===== src/rtl/uart_mmio_responder_pkg.sv =====
// Shared register map for the UART MMIO window: word offsets, status bit
// positions and a helper that packs a status word.
package uart_mmio_responder_pkg;

    typedef enum logic [1:0] {
        UART_TXRDY  = 2'd0,
        UART_RXVLD  = 2'd1,
        UART_TXDATA = 2'd2,
        UART_RXDATA = 2'd3
    } uart_off_e;

    localparam int UART_ST_RDY_BIT = 0;
    localparam int UART_ST_OVF_BIT = 1;

    function automatic logic [31:0] uart_status(input logic ovf, input logic rdy);
        logic [31:0] w;
        w = '0;
        w[UART_ST_OVF_BIT] = ovf;
        w[UART_ST_RDY_BIT] = rdy;
        return w;
    endfunction

endpackage


===== src/rtl/uart_mmio_responder_rx_fifo.sv =====
// RX byte FIFO: receiver pushes, CPU pops through the RX-data register.
// Pop on empty is ignored; a push while full only lands if a pop frees a slot.
module uart_rx_fifo #(
    parameter int RX_DEPTH = 8
) (
    input  logic       i_clk,
    input  logic       i_reset,
    input  logic       i_push,
    input  logic       i_pop,
    input  logic [7:0] i_din,
    output logic [7:0] o_dout,
    output logic       o_empty,
    output logic       o_full
);
    import uart_mmio_responder_pkg::*;

    localparam int AW = $clog2(RX_DEPTH);
    localparam logic [AW-1:0] PTR_ONE = 1;
    localparam logic [AW:0]   CNT_ONE = 1;
    localparam logic [AW:0]   CNT_MAX = RX_DEPTH[AW:0];

    logic [7:0]    r_mem [RX_DEPTH];
    logic [AW-1:0] r_wr_ptr;
    logic [AW-1:0] r_rd_ptr;
    logic [AW:0]   r_count;
    logic          w_do_push;
    logic          w_do_pop;

    assign o_empty   = (r_count == '0);
    assign o_full    = (r_count == CNT_MAX);
    assign o_dout    = r_mem[r_rd_ptr];
    assign w_do_pop  = i_pop & ~o_empty;
    assign w_do_push = i_push & (~o_full | w_do_pop);

    always_ff @(posedge i_clk) begin
        if (i_reset) begin
            r_wr_ptr <= '0;
            r_rd_ptr <= '0;
            r_count  <= '0;
        end else begin
            if (w_do_push) r_wr_ptr <= r_wr_ptr + PTR_ONE;
            if (w_do_pop)  r_rd_ptr <= r_rd_ptr + PTR_ONE;
            case ({w_do_push, w_do_pop})
                2'b10:   r_count <= r_count + CNT_ONE;
                2'b01:   r_count <= r_count - CNT_ONE;
                default: r_count <= r_count;
            endcase
        end
    end

    // Storage needs no reset; the pointers decide what is visible.
    always_ff @(posedge i_clk) begin
        if (!i_reset && w_do_push) r_mem[r_wr_ptr] <= i_din;
    end

endmodule


===== src/rtl/uart_mmio_responder.sv =====
// CPU-facing UART register window: TX hold register, RX FIFO, sticky
// overflow flags and a registered 32-bit read-data port.
module uart_mmio_responder #(
    parameter int RX_DEPTH = 8
) (
    input  logic        i_clk,
    input  logic        i_reset,
    input  logic [1:0]  i_cpu_addr,
    input  logic        i_cpu_re,
    input  logic        i_cpu_we,
    input  logic [7:0]  i_cpu_wdata,
    output logic [31:0] o_cpu_rdata,
    output logic [7:0]  o_tx_data,
    output logic        o_tx_valid,
    input  logic        i_tx_ready,
    input  logic [7:0]  i_rx_data,
    input  logic        i_rx_valid,
    output logic        o_rx_ready
);
    import uart_mmio_responder_pkg::*;

    logic [7:0]  r_hold;
    logic        r_hold_valid;
    logic        r_tx_ovf;
    logic        r_rx_ovf;
    logic [31:0] r_rdata;

    logic        w_xfer;
    logic        w_wr_tx;
    logic        w_load;
    logic        w_tx_ovf_set;
    logic        w_rx_ovf_set;
    logic        w_rd_txrdy;
    logic        w_rd_rxvld;
    logic        w_rd_rxdata;
    logic [7:0]  w_fifo_dout;
    logic        w_fifo_empty;
    logic        w_fifo_full;
    logic [31:0] w_rdata_nxt;

    assign w_rd_txrdy  = i_cpu_re & (i_cpu_addr == UART_TXRDY);
    assign w_rd_rxvld  = i_cpu_re & (i_cpu_addr == UART_RXVLD);
    assign w_rd_rxdata = i_cpu_re & (i_cpu_addr == UART_RXDATA);

    assign w_xfer       = r_hold_valid & i_tx_ready;
    assign w_wr_tx      = i_cpu_we & (i_cpu_addr == UART_TXDATA);
    assign w_load       = w_wr_tx & (~r_hold_valid | w_xfer);
    assign w_tx_ovf_set = w_wr_tx & r_hold_valid & ~w_xfer;
    // A pop only frees a slot when there is something to pop.
    assign w_rx_ovf_set = i_rx_valid & w_fifo_full & ~(w_rd_rxdata & ~w_fifo_empty);

    uart_rx_fifo #(.RX_DEPTH(RX_DEPTH)) u_rx_fifo (
        .i_clk   (i_clk),
        .i_reset (i_reset),
        .i_push  (i_rx_valid),
        .i_pop   (w_rd_rxdata),
        .i_din   (i_rx_data),
        .o_dout  (w_fifo_dout),
        .o_empty (w_fifo_empty),
        .o_full  (w_fifo_full)
    );

    always_comb begin
        w_rdata_nxt = '0;
        case (i_cpu_addr)
            UART_TXRDY:  w_rdata_nxt = uart_status(r_tx_ovf, ~r_hold_valid);
            UART_RXVLD:  w_rdata_nxt = uart_status(r_rx_ovf, ~w_fifo_empty);
            UART_TXDATA: w_rdata_nxt = '0;
            UART_RXDATA: w_rdata_nxt = w_fifo_empty ? 32'd0 : {24'd0, w_fifo_dout};
            default:     w_rdata_nxt = '0;
        endcase
    end

    always_ff @(posedge i_clk) begin
        if (i_reset) begin
            r_hold       <= '0;
            r_hold_valid <= 1'b0;
            r_tx_ovf     <= 1'b0;
            r_rx_ovf     <= 1'b0;
            r_rdata      <= '0;
        end else begin
            if (w_load) begin
                r_hold       <= i_cpu_wdata;
                r_hold_valid <= 1'b1;
            end else if (w_xfer) begin
                r_hold_valid <= 1'b0;
            end
            // Set wins over the clearing read in the same cycle.
            r_tx_ovf <= w_tx_ovf_set | (r_tx_ovf & ~w_rd_txrdy);
            r_rx_ovf <= w_rx_ovf_set | (r_rx_ovf & ~w_rd_rxvld);
            if (i_cpu_re) r_rdata <= w_rdata_nxt;
        end
    end

    assign o_cpu_rdata = r_rdata;
    assign o_tx_data   = r_hold;
    assign o_tx_valid  = r_hold_valid;
    assign o_rx_ready  = 1'b1;

endmodule


===== config.mk =====
export PLATFORM = sky130hd
export DESIGN_NAME = uart_mmio_responder
export DESIGN_NICKNAME = d
export VERILOG_FILES = /design/src/rtl/uart_mmio_responder_pkg.sv /design/src/rtl/uart_mmio_responder_rx_fifo.sv /design/src/rtl/uart_mmio_responder.sv
export SDC_FILE = /design/constraint.sdc
export NUM_CORES = 1
export LEC_CHECK = 0
export CAP_MARGIN = 20
export CORE_ASPECT_RATIO = 0.9
export CORE_MARGIN = 2
export CORE_UTILIZATION = 48
export CTS_CLUSTER_SIZE = 24
export DETAILED_ROUTE_END_ITERATION = 12
export GPL_ROUTABILITY_DRIVEN = 0
export GPL_TIMING_DRIVEN = 1
export MAX_ROUTING_LAYER = met4
export PLACE_DENSITY = 0.72
export SYNTH_ARGS = -nofsm -noshare
export SYNTH_HDL_FRONTEND = slang
export SYNTH_HIERARCHICAL = 1
export SYNTH_SLANG_ARGS = --single-unit

===== constraint.sdc =====
create_clock -name i_clk -period 3.25 [get_ports i_clk]
set_clock_uncertainty 0.05 [all_clocks]
set_input_delay 0.4875 -clock i_clk [delete_from_list [all_inputs] [get_ports i_clk]]
set_output_delay 0.4875 -clock i_clk [all_outputs]
set_load 0.01 [all_outputs]

==> metrics list <==
- The flow ran to the end, and the final reports show no timing, DRC or antenna violations.
* Relative slew margins: 0.4864
* Final hold violation count: 0
* TritonCTS Buffers: 9
- Number of antenna violations at the first check in global routing: 0
- Final net count: around 360
- Setup repair after global routing left no endpoint under its margin.
- The worst-case IR drop observed on VDD is around 0.28 mV.
- Clock latency on the worst-skew pair: between 0.3 and 0.4 ns
* Via count: roughly 2.3k
- The most critical setup path has its endpoint at u_rx_fifo/r_count[3].
- The tree built by TritonCTS fans out to 96 sinks.
* Initial standard-cell utilization of the core: 0.4949
- CTS clock-pin slew for the worst setup and hold paths: around 0.1 ns
- Fraction of the yosys area taken by sequential cells: 0.6015
* Hold Buf Count CTS: 0
- Wire length of the first global-routing pass: around 12000 um
- Non-filler instance count after layout: roughly 460
- The cell count after synthesis came out at ~290.
* Post-cts repair resize count: 0
* FF+latch count, synth: 96
- During I/O placement, the number of pins put on the boundary was 66.
- Top fanout value on the critical path: 7
- Number of pins exceeding their max-slew limit in the final report: 0
* Initial DRT Pass Iterations: 4
* Maximum buffer depth of the clock tree: 2
- In this run, distinct cell masters in the synthesized netlist total 54.
- Fillers: around 700
- In this run the clock root is driven by a sky130_fd_sc_hd__clkbuf_8.
- By count the netlist is led by 64 x sky130_fd_sc_hd__edfxtp_1, 32 x sky130_fd_sc_hd__dfxtp_1, 26 x sky130_fd_sc_hd__buf_4, 19 x sky130_fd_sc_hd__nand2b_1, 19 x sky130_fd_sc_hd__nor2_1.
- Kind of capture point of the worst setup path: register
- The first routing iteration left 85 violations.
- The startpoint identified for the worst hold timing path is o_tx_data[1].
* Hold crit path type: register to register
- After layout, the minimum clock period comes to 2.563 ns.
- Diodes inserted: 0
* Vias per cell: 5.120
- Yosys mapped a number of flops with a built-in enable equal to 64.
- The finished cells cover 0.004890 mm2.
- In this run the cell area measured after placement is 0.004693 mm2.
- Summed over all instances, the cell type with the most area after synthesis is sky130_fd_sc_hd__edfxtp_1.
- The startpoint identified for the worst register-to-register timing path is u_rx_fifo/r_count[1].
* Deepest level of the CTS H-tree: 3
* Worst setup margin: slightly below 0.7 ns
- Row Count: 32
- Reg-to-reg slack, setup: between 0.6 and 0.7 ns
- Cell leakage power: around 1.7 nW
* Placeable core region: approximately 0.0086 mm2
- The count of buffers added on input and output ports is 40.
- The most common cell in the synthesized netlist is sky130_fd_sc_hd__edfxtp_1.
- Setup violations remaining at the end of the flow were counted as 0.
- STA puts the critical path data required time at about 3.5 ns.
- Post-CTS repair timing setup buffer count: 0
- The wire-length estimate of the detail-placed layout is 4962 um.
- The average instance in the mapped netlist occupies between 10 and 15 um2.
- From bottom edge to top edge, the die measures between 90 and 100 um.
* Placed cells: 442
- Summed over all failing endpoints, the final setup total negative slack is 0 ns.
- The die is 103.3 um wide.
- Post-placement setup slack: 0.3846 ns
- In the global route stage, overall resource usage came out at 0.1744.
* Max Fclk: 390.2 MHz
- By startpoint and endpoint, the worst setup path is classified as register to register.
* WL/cell: approximately 16 um
- Area enclosed by the die boundary: between 0.009 and 0.01 mm2
* Asr flop ratio synth: 0
- Top post-synthesis cells by area: sky130_fd_sc_hd__edfxtp_1 45%, sky130_fd_sc_hd__dfxtp_1 15%, sky130_fd_sc_hd__mux4_1 6.2%
* Layout cell share with drive strength beyond 1: 0.1534
* Number of global-route vias before repair: ~2.3k
* Detailed-route wire length: 7436 um
- Crit path cell chain: or3_1 > o21ai_2 > or2_2 > inv_1 > ha_1 > a21oi_1 > and2_1 > o221ai_1 > a31oi_1
- The share of synthesized area in the top cell type comes to 0.4511.
- Transition time of the tightest slew-check pin: ~0.77 ns
* Worst R2R Path Depth: 9
* Commonest register cell after synthesis: sky130_fd_sc_hd__edfxtp_1
- DRC violations left: 0
* Number of nets still failing antenna checks after routing: 0
- Period utilization: 0.7886
- TritonCTS built the clock tree.
* Layout overhead on the synthesized area: 14.77%
- Pwr per Cell Area: 487.5 mW/mm2
- STA classifies the critical path startpoint as a register.
- Highest cell delay on the worst timing path: 0.53 ns
- STA puts the critical path data arrival time at ~2.8 ns.
- Number of warnings reported in the yosys synthesis log: 6
- Critical path launch point: u_rx_fifo/r_count[1]
* Summed instance area of the synthesized netlist: around 0.0043 mm2
* Worst r2r dst: u_rx_fifo/r_count[3]
* Worst-path cell with the longest stage delay: sky130_fd_sc_hd__or3_1
- Pin count of the biggest net entering global routing: 35
- Global routing finished with a remaining overflow of 0.
* MaxCap Viol Count: 0
==> final cells by class <==
| cell class | count | area (um2) | share of cell area |
|---|---|---|---|
| clock buffer | 9 | 123.9 | 0.02533 |
| clock inverter | 7 | 72.57 | 0.01484 |
| inverter | 5 | 18.77 | 0.003838 |
| multi-input combinational | 168 | 1458 | 0.2981 |
| sequential | 96 | 2562 | 0.5241 |
| tap | 119 | 148.9 | 0.03045 |
| timing repair buffer | 54 | 505.5 | 0.1034 |
==> how the worst min path moves through the flow <==
stage,end,depth (start not counted),slack [ns]
2_1_floorplan,register,2,0.43
3_3_place_gp,o_tx_data[5],2,0.41
3_5_place_dp,o_tx_data[7],2,0.41
4_1_cts,o_tx_data[1],2,0.43
5_1_grt,o_tx_data[7],2,0.46
6_report,o_tx_data[1],2,0.43
==> worst max-delay path, delay by kind of cell, from the launching register on <==
family / cells / cell delay, ns
adder cells (fa/ha/maj): 1 / 0.32
AND/OR/NAND/NOR: 3 / 0.88
buffers and inverters: 1 / 0.06
AO/OA/AOI/OAI: 4 / 0.81
flip-flops: 1 / 0.39
==> flip-flops by register name (all words and copies together) (netlist names), named ones only <==
signal	count
o_cpu_rdata	8
o_tx_data	8
o_tx_valid	1
r_rx_ovf	1
r_tx_ovf	1
u_rx_fifo/r_count	4
u_rx_fifo/r_mem	64
u_rx_fifo/r_rd_ptr	3
u_rx_fifo/r_wr_ptr	3
==> metrics by stage <==
stage / util / hold WS, ns / total power (W)
finish: 0.5680 / 0.4268 / 0.002384
global route: 0.5680 / 0.4637 / 0.002482
floorplan: - / 0.4347 / 0.001591
detailed placement: 0.5452 / 0.4132 / 0.001649
CTS: 0.5680 / 0.4318 / 0.002404
global placement: 0.5452 / 0.4087 / 0.001644
==> cells in the final DEF, fill, tap and decap left out, types with 2 or more instances in the layout <==
cell type	netlist	routed
sky130_fd_sc_hd__dfxtp_1	32	32
sky130_fd_sc_hd__mux4_2	6	6
sky130_fd_sc_hd__buf_4	26	14
sky130_fd_sc_hd__mux4_1	10	10
sky130_fd_sc_hd__xnor2_1	3	3
sky130_fd_sc_hd__inv_8	0	3
sky130_fd_sc_hd__nor3_1	6	6
sky130_fd_sc_hd__inv_1	5	5
sky130_fd_sc_hd__mux2_2	8	8
sky130_fd_sc_hd__nand3_1	2	2
sky130_fd_sc_hd__nor2_1	19	19
sky130_fd_sc_hd__nand4b_1	2	2
sky130_fd_sc_hd__o211ai_1	3	3
sky130_fd_sc_hd__conb_1	2	25
sky130_fd_sc_hd__clkdlybuf4s50_1	0	40
sky130_fd_sc_hd__and2_1	2	2
sky130_fd_sc_hd__a21oi_1	4	4
sky130_fd_sc_hd__o31ai_1	2	2
sky130_fd_sc_hd__edfxtp_1	64	64
sky130_fd_sc_hd__ha_1	4	4
sky130_fd_sc_hd__a22o_1	6	6
sky130_fd_sc_hd__clkbuf_8	0	9
sky130_fd_sc_hd__nand3b_1	2	2
sky130_fd_sc_hd__a31oi_1	2	2
sky130_fd_sc_hd__xor2_1	4	4
sky130_fd_sc_hd__a211oi_1	2	2
sky130_fd_sc_hd__nand2b_1	19	19
sky130_fd_sc_hd__mux2i_1	12	12
sky130_fd_sc_hd__inv_6	0	2
sky130_fd_sc_hd__nand2_1	3	3
==> layer usage <==
metal | up-vias | track usage | wire length, um | share of wire
li1 | 1115 | - | - | -
met1 | 1148 | 0.2315 | 3372 | 0.45
met2 | 70 | 0.2668 | 3531 | 0.47
met3 | 12 | 0.03812 | 404 | 0.054
met4 | 0 | 0.06250 | 128 | 0.017
met5 | - | - | 0 | 0
==> power by group <==
group | internal, W | switching [W] | total, W
sequential | 0.00133 | 0.0000332 | 0.00137
combinational | 0.000125 | 0.000131 | 0.000256
clock | 0.000305 | 0.000456 | 0.000761
total | 0.00176 | 0.000621 | 0.00238
==> cell families (layout without fill, tap and decap cells) <==
logic type	after synthesis	after routing	share of synthesized area
flops	96	96	0.6015
simple gates	66	66	0.09046
buf+inv	45	75	0.07665
mux	36	36	0.1427
compound gates	29	29	0.05609
xor+xnor	7	7	0.01439
fa+ha+maj	5	5	0.01645
other cells	2	25	0.001763
Power figures use the tool's default switching activity.
